## config.mk

```make
export PLATFORM = sky130hd
export DESIGN_NAME = imem_loader
export DESIGN_NICKNAME = d
export VERILOG_FILES = /design/src/rtl/imem_loader.sv
export SDC_FILE = /design/constraint.sdc
export NUM_CORES = 1
export LEC_CHECK = 0
export BUFFER_PORTS_ARGS = -buffer_cell sky130_fd_sc_hd__buf_2
export CORE_ASPECT_RATIO = 1.1
export CORE_MARGIN = 2
export CORE_UTILIZATION = 40
export DETAILED_ROUTE_END_ITERATION = 12
export PLACE_DENSITY_LB_ADDON = 0.3
export SLEW_MARGIN = 5
export SYNTH_ARGS = -nofsm -noshare
export SYNTH_HDL_FRONTEND = slang
export SYNTH_SLANG_ARGS = --single-unit
```

## constraint.sdc

```tcl
create_clock -name clk -period 4.7 [get_ports clk]
set_clock_uncertainty 0.15 [all_clocks]
set_input_delay 0.94 -clock clk [delete_from_list [all_inputs] [get_ports clk]]
set_output_delay 0.94 -clock clk [all_outputs]
set_load 0.03 [all_outputs]
```

## src/rtl/imem_loader.sv

```systemverilog
// imem_loader: boot-time program loader, write side of the instruction memory.
// Takes a byte stream over valid/ready, assembles big-endian 32-bit words and
// writes them to consecutive word addresses starting at BASE_ADDR. The core is
// held frozen (cpu_hold) until the image has loaded successfully.
//
// Stream: 2-byte word count N (MSB first), 4N data bytes (each word MSB first),
// and, when IMEM_LOADER_CHECKSUM_EN is defined, a 4-byte trailer (MSB first)
// that must equal the 32-bit wrapping sum of all data words.
//
// Parameters:
//   ADDR_W    word-address width; capacity is 2^ADDR_W words
//   BASE_ADDR byte address of word 0 (4-aligned)
// Ports:
//   clk, rst            clock, asynchronous active-high reset
//   start               one-cycle load request (honoured in IDLE/DONE/ERR)
//   in_valid, in_data   byte stream input
//   in_ready            loader accepts a byte this cycle
//   wr_en/addr/data     one-cycle instruction-memory write
//   cpu_hold            pipeline freeze, low only in DONE
//   busy, done, error   load status
// Build option: `define IMEM_LOADER_CHECKSUM_EN enables the trailer check.
module imem_loader #(
  parameter int unsigned ADDR_W    = 8,
  parameter logic [31:0] BASE_ADDR = 32'd0
) (
  input  logic        clk,
  input  logic        rst,
  input  logic        start,
  input  logic        in_valid,
  input  logic [7:0]  in_data,
  output logic        in_ready,
  output logic        wr_en,
  output logic [31:0] wr_addr,
  output logic [31:0] wr_data,
  output logic        cpu_hold,
  output logic        busy,
  output logic        done,
  output logic        error
);

  typedef enum logic [2:0] {
    S_IDLE,
    S_HDR_HI,
    S_HDR_LO,
    S_DATA,
`ifdef IMEM_LOADER_CHECKSUM_EN
    S_CHK,
`endif
    S_FIN,
    S_DONE,
    S_ERR
  } state_t;

  // N may equal the capacity, so both the limit and the word index need one
  // bit more than a plain word address.
  localparam logic [32:0]   CAP     = 33'd1 << ADDR_W;
  localparam logic [ADDR_W:0] IDX_ONE = 1;

  state_t            state;
  logic [15:0]       n_words;
  logic [ADDR_W:0]   word_idx;
  logic [1:0]        byte_cnt;
  logic [31:0]       asm_q;
`ifdef IMEM_LOADER_CHECKSUM_EN
  logic [31:0]       sum;
  logic [31:0]       trl;
  logic              chk_ok;
`endif

  logic [15:0] hdr_n;
  logic [31:0] word_nxt;
  logic        last_word;

  assign hdr_n     = {n_words[15:8], in_data};
  assign word_nxt  = {asm_q[23:0], in_data};
  assign last_word = (32'(word_idx) + 32'd1) == 32'(n_words);

  // Status flags are pure decodes of the registered state.
  always_comb begin
    in_ready = (state == S_HDR_HI) || (state == S_HDR_LO) || (state == S_DATA)
`ifdef IMEM_LOADER_CHECKSUM_EN
               || (state == S_CHK)
`endif
               ;
    busy     = !((state == S_IDLE) || (state == S_DONE) || (state == S_ERR));
    done     = (state == S_DONE);
    error    = (state == S_ERR);
    cpu_hold = (state != S_DONE);
  end

  always_ff @(posedge clk or posedge rst) begin
    if (rst) begin
      state    <= S_IDLE;
      n_words  <= '0;
      word_idx <= '0;
      byte_cnt <= '0;
      asm_q    <= '0;
      wr_en    <= 1'b0;
      wr_addr  <= BASE_ADDR;
      wr_data  <= '0;
`ifdef IMEM_LOADER_CHECKSUM_EN
      sum      <= '0;
      trl      <= '0;
      chk_ok   <= 1'b0;
`endif
    end else begin
      wr_en <= 1'b0;
      case (state)
        S_IDLE, S_DONE, S_ERR: begin
          if (start) begin
            state    <= S_HDR_HI;
            n_words  <= '0;
            word_idx <= '0;
            byte_cnt <= '0;
            asm_q    <= '0;
`ifdef IMEM_LOADER_CHECKSUM_EN
            sum      <= '0;
            trl      <= '0;
            chk_ok   <= 1'b0;
`endif
          end
        end
        S_HDR_HI: if (in_valid) begin
          n_words[15:8] <= in_data;
          state         <= S_HDR_LO;
        end
        S_HDR_LO: if (in_valid) begin
          n_words[7:0] <= in_data;
          if (hdr_n == 16'd0)
`ifdef IMEM_LOADER_CHECKSUM_EN
            state <= S_CHK;
`else
            state <= S_FIN;
`endif
          else if ({17'd0, hdr_n} > CAP)
            state <= S_ERR;
          else
            state <= S_DATA;
        end
        S_DATA: if (in_valid) begin
          asm_q    <= word_nxt;
          byte_cnt <= byte_cnt + 2'd1;
          if (byte_cnt == 2'd3) begin
            wr_en    <= 1'b1;
            wr_addr  <= BASE_ADDR + (32'(word_idx) << 2);
            wr_data  <= word_nxt;
            word_idx <= word_idx + IDX_ONE;
`ifdef IMEM_LOADER_CHECKSUM_EN
            sum      <= sum + word_nxt;
            if (last_word) state <= S_CHK;
`else
            if (last_word) state <= S_FIN;
`endif
          end
        end
`ifdef IMEM_LOADER_CHECKSUM_EN
        // byte_cnt has wrapped back to 0 on leaving DATA, so it counts the
        // trailer bytes too; the verdict is taken while sitting in FIN.
        S_CHK: if (in_valid) begin
          trl      <= {trl[23:0], in_data};
          byte_cnt <= byte_cnt + 2'd1;
          if (byte_cnt == 2'd3) begin
            chk_ok <= ({trl[23:0], in_data} == sum);
            state  <= S_FIN;
          end
        end
        S_FIN: state <= chk_ok ? S_DONE : S_ERR;
`else
        S_FIN: state <= S_DONE;
`endif
        default: state <= S_IDLE;
      endcase
    end
  end

endmodule
```

# Yosys cells after proc, flatten, opt, wreduce, memory -nomap -nowiden
# Index checks and enable logic that the tools add are counted.
[classes]
addsub = 3
order_cmp = 1
eq_ne = 15
n_mux = 26
n_reduce_logical = 17
[ops]
columns = ["op", "n"]
rows = [
  ["24-bit 2-to-1 mux", 2],
  ["24-bit case mux with 2 select lines", 1],
  ["8-bit case mux with 2 select lines", 2],
  ["9-bit 2-to-1 mux", 3],
  ["3-bit 2-to-1 mux", 8],
  ["9-bit case mux with 2 select lines", 1],
  ["10-bit by 16-bit == test with 1-bit output", 1],
  ["16-bit by 9-bit greater-than comparator with 1-bit output (second input constant)", 1],
  ["16-bit logical NOT", 1],
  ["16-bit 2-to-1 mux", 1],
  ["3-bit case mux with 5 select lines", 1],
  ["3-bit AND reduction", 4],
  ["9-bit by 1-bit adder with 10-bit output (second input constant)", 1],
  ["2-bit != test (second input constant)", 5],
  ["9-bit by 1-bit adder with 9-bit output (second input constant)", 1],
  ["3-bit == test (second input constant)", 3],
  ["8-bit 2-to-1 mux", 1],
  ["3-bit by 2-bit == test with 1-bit output (second input constant)", 2],
  ["6-bit AND reduction", 1],
  ["2-bit nonzero test", 3],
  ["1-bit logical OR", 4],
  ["2-bit 2-to-1 mux", 2],
  ["2-bit case mux with 2 select lines", 1],
  ["4-bit AND reduction", 1],
  ["other kinds (9)", 11],
]
[word_totals]
reg_bits = 96
input_bits = 12
output_inout_bits = 70
wordCells = 71

# Longest topological paths before layout
[logic_depth]
ltp_word = 6
ltp_mapped = 10
depth_no_buf = 7

# Worst setup path before layout
# OpenSTA, ideal clock, no wires.
[synth_path]
path_kind = "input to register"
from = "input port in_data[4]"
to = "register state[0]"
setup_ps = 80
t_arrival_ps = 2464
required_time_ps = 4470
slack_ps = 2005
stages = 5
n_path_buf = 0
cell_sequence = "or4_1 -> o21a_1 -> o41a_1 -> or3_1 -> o211ai_2"
[synth_between]
elab_chain_len = 5
[synth_rtl]
columns = ["item", "line_no", "rtl"]
rows = [
  ["start, declared", "30", "input logic [7:0] in_data,"],
  ["16-bit by 9-bit greater-than comparator with 1-bit output", "135", "else if ({17'd0, hdr_n} > CAP)"],
  ["3-bit 2-to-1 mux", "135", ""],
  ["3-bit 2-to-1 mux *", "129", "if (hdr_n == 16'd0)"],
  ["3-bit 2-to-1 mux *", "127", "S_HDR_LO: if (in_valid) begin"],
  ["3-bit case mux with 5 select lines *", "108", "case (state)"],
  ["end signal, assigned", "111", "state <= S_HDR_HI;"],
  ["end signal, assigned", "136", "state <= S_ERR;"],
  ["end signal, assigned", "138", "state <= S_DATA;"],
  ["end, declared", "59", "state_t state;"],
]
# Every way passes the cells marked *; elsewhere a longest branch is shown, timed or not. The select of a mux whose other input is x is not followed.
# A chain may end at the register's enable or synchronous reset.

# Worst setup path after layout
[layout_path]
from = "register state[0]"
to = "register wr_addr[2]"
[layout_between]
elab_chain_len = 2
[layout_rtl]
columns = ["item", "line_no", "rtl"]
rows = [
  ["start signal, assigned", "93", "state <= S_IDLE;"],
  ["start signal, assigned", "111", ""],
  ["start signal, assigned", "125", "state <= S_HDR_LO;"],
  ["3-bit by 2-bit == test with 1-bit output", "108", ""],
  ["3-bit AND reduction (no line)", "--", ""],
  ["end signal, assigned", "145", "wr_addr <= BASE_ADDR + (32'(word_idx) << 2);"],
  ["end, declared", "33", "output logic [31:0] wr_addr,"],
]
# No other way between the ends.

==> metrics.md <==
| Metric | Value |
|---|---|
| Status | finished clean |
| First-pass GRT wire length | ~15000 um |
| Data arrival, critical path | between 3000 and 4000 ps |
| DRT iter0 DRCs | between 100 and 150 |
| Power per Cell Area | 680 nW/um2 |
| CP Capture Type | flip-flop |
| Total wire length | ~8900 um |
| Asr flop ratio synth | between 90% and 100% |
| CP Max Fanout | 44 |
| Detailed-route via count | around 2900 |
| DRC errors left | 0 |
| Max Buffers Root-to-Sink | 2 |
| Setup_tns | 0 ps |
| Largest net degree at the start of global routing | 68 |
| Unrepaired setup endpoints after global routing | no |
| Min-delay src | wr_addr[10]$_DFFE_PP0P_ |
| Syn Inst Count | ~350 |
| Worst-Skew Late Latency | about 340 ps |
| Via/cell ratio | around 5.3 |
| Hold slack | roughly 350 ps |
| Hold Violations, Final | 0 |
| CP required | 4780 ps |
| H-tree depth | 3 |
| Post-synth EDFFs | 0 |
| Postcts setup bufs | 0 |
| Fraction of layout cells with a size suffix above 1 | 31.9% |
| Grt met1 use | a little under a quarter |
| Filler cells | around 960 |
| Hold path depth | 1 |
| Ys flop type | dfrtp_1 |
| CTS root buf | clkbuf_16 |
| Sequential area share after synthesis | 56.1% |
| Wirelength per Cell | between 15 and 20 um |
| Final setup vio count | 0 |
| DP HPWL | roughly 6100 um |
| Final Cycle Share | between 70% and 80% |
| Worst Hold Class | reg2reg |
| Synth Register Bits | 96 |
| Final Util | 47.0% |
| Crit path launch type | flip-flop |
| Design Power | 3.33 mW |
| CTS Buf Count | 9 |
| Critical R2R Capture | wr_addr[2]$_DFFE_PP0P_ |
| Lkg Pwr | between 2 and 2.5 nW |
| Initial DRT Pass Iterations | 4 |
| Slew Viols, Final | 0 |
| Worst-path clk slew | roughly 60 ps |
| Tmin final | ~3600 ps |
| Vias in the first global route | about 2800 |
| Initial antenna violation count | 0 |
| Place WS | 1100 ps |
| Post-Syn Area | 4280 um2 |
| Layout Nets | roughly 420 |
| Worst r2r src | state[0]$_DFFE_PP0P_ |
| Slew at the pin with the worst max-slew slack | 1110 ps |
| I/O Pins | 82 |
| Placer Congestion | ~0.8 |
| Worst R2R Path Depth | 6 |
| Syn_area_per_cell | approximately 12 um2 |
| P&R area growth vs syn | 14.2% |
| Crit path from | state[0]$_DFFE_PP0P_ |
| Gr ovfl total | 0 |
| VDD IR-drop max | around 0.39 mV |
| Final ANT Viol Nets | 0 |
| Chip width | roughly 100 um |
| Row count | 39 |
| Most Used Layer, Global Route | met2 |
| Final Worst Setup Slack | around 1100 ps |
| Met3 Usage GRT | 3.80% |
| Critical path class | reg2reg |
| Die H | 113 um |
| Hold Buf Count CTS | 0 |
| Port Buffers | between 50 and 60 |
| Min-Delay Endpoint | wr_addr[10]$_DFFE_PP0P_ |
| Ant. Diodes | 0 |
| Die area | ~12000 um2 |
| Met2 usage | around a quarter |
| Post_cts resized | 0 |
| Initial Utilization | about 41% |
| Total track usage | ~17% |
| Area of the core | a little over 10000 um2 |
| Distinct cell type count after synthesis | 46 |
| Max-cap violation count | 0 |
| Slew HR | between 20% and 30% |
| Clk sink count | 96 |
| CTS tree | done |
| Max Clk Rate | 276 MHz |
| Ys Warns | 0 |
| Flop2flop setup slack | roughly 1100 ps |
power by group:
part	leakage [nW]	switching, mW	total, mW	internal [mW]
sequential	1.26	0.235	1.36	1.12
clock	0.139	0.309	0.722	0.413
combinational	0.979	0.761	1.25	0.489
area by class of cell:
type                       instances  area [um2]  area share [%]
inverter                           7        27.5           0.563
clock buffer                       9         225            4.61
tap                              143         179            3.66
timing repair buffer              59         298            6.09
multi-input combinational        234        1690            34.5
sequential                        96        2400            49.1
clock inverter                     6        70.1            1.43
synth_stat cells (all sizes together) (3+ instances only):
master,number,area (um2)
clkbuf,9,33.8
a21oi,5,25.0
nand4,3,18.8
inv,7,26.3
o21ai,21,105
xor2,4,35.0
nor2,11,48.8
dfrtp,96,2400
and3,4,26.3
mux2,42,473
or4,6,48.8
nor3,6,40.0
buf,30,218
xnor2,9,78.8
a22o,33,290
nand2,29,109
and2,3,18.8
nand3,8,40.0
o31ai,3,22.5
o41ai,3,26.3
sequential cells by signal (all words and copies together) (netlist names):
| signal | cells |
|---|---|
| wr_data | 32 |
| asm_q | 24 |
| wr_en | 1 |
| wr_addr | 9 |
| n_words | 16 |
| byte_cnt | 2 |
| word_idx | 9 |
| state | 3 |
how the worst max path moves through the flow:
stage / slack (ps) / endpoint / depth (start not counted)
after CTS: 1100 / wr_addr[4]$_DFFE_PP0P_ / 6
final: 1080 / wr_addr[2]$_DFFE_PP0P_ / 6
after detailed placement: 1100 / wr_data[7]$_DFFE_PP0P_ / 6
after floorplan: 1100 / asm_q[0]$_DFFE_PP0P_ / 1
after global routing: 860 / wr_data[7]$_DFFE_PP0P_ / 6
after global placement: 1190 / wr_data[4]$_DFFE_PP0P_ / 6
critical path: stages (launching register included):
cell and delay (ps):
dfrtp_1 560, inv_1 190, or3_1 560, nor2_4 550, nand2_1 320, inv_2 740
mux2_2 420
cell families (layout without fill, tap and decap cells):
family	after synthesis	after routing	synth area share [%]
adders and majority gates	2	2	0.584
and+or+nand+nor	75	75	9.12
muxes	43	43	11.3
xor gates and xnor gates	13	13	2.66
other	1	23	0.0876
buffers and inverters	46	81	6.49
DFF	96	96	56.1
AOI/OAI and AO/OA	78	78	13.7
per-layer routing:
metal | wire length, um | part of all wire, % | up-vias
met5 | 0 | 0 | -
met4 | 144 | 1.6 | 0
met3 | 450 | 5.0 | 11
met2 | 4260 | 48 | 89
met1 | 4090 | 46 | 1491
li1 | - | - | 1344
per-stage QoR:
step,cell area [um2],instances
after global placement,4590,539
after detailed placement,4590,539
after global routing,4890,554
after CTS,4890,554
after floorplan,4360,376
final,4890,554
placed cells by master, fill, tap and decap left out, types with 4 or more instances in the layout:
cell type and count:
dfrtp_1 96, buf_2 58, mux2_2 42, a22o_1 32
nand2_1 29, conb_1 23, o21ai_0 20, nor2_1 10
xnor2_1 9, clkbuf_16 9, nand3_1 8, a21oi_1 5
or4_1 5, inv_1 4, nor3_1 4, xor2_1 4
(Power assumes the default switching activity.)
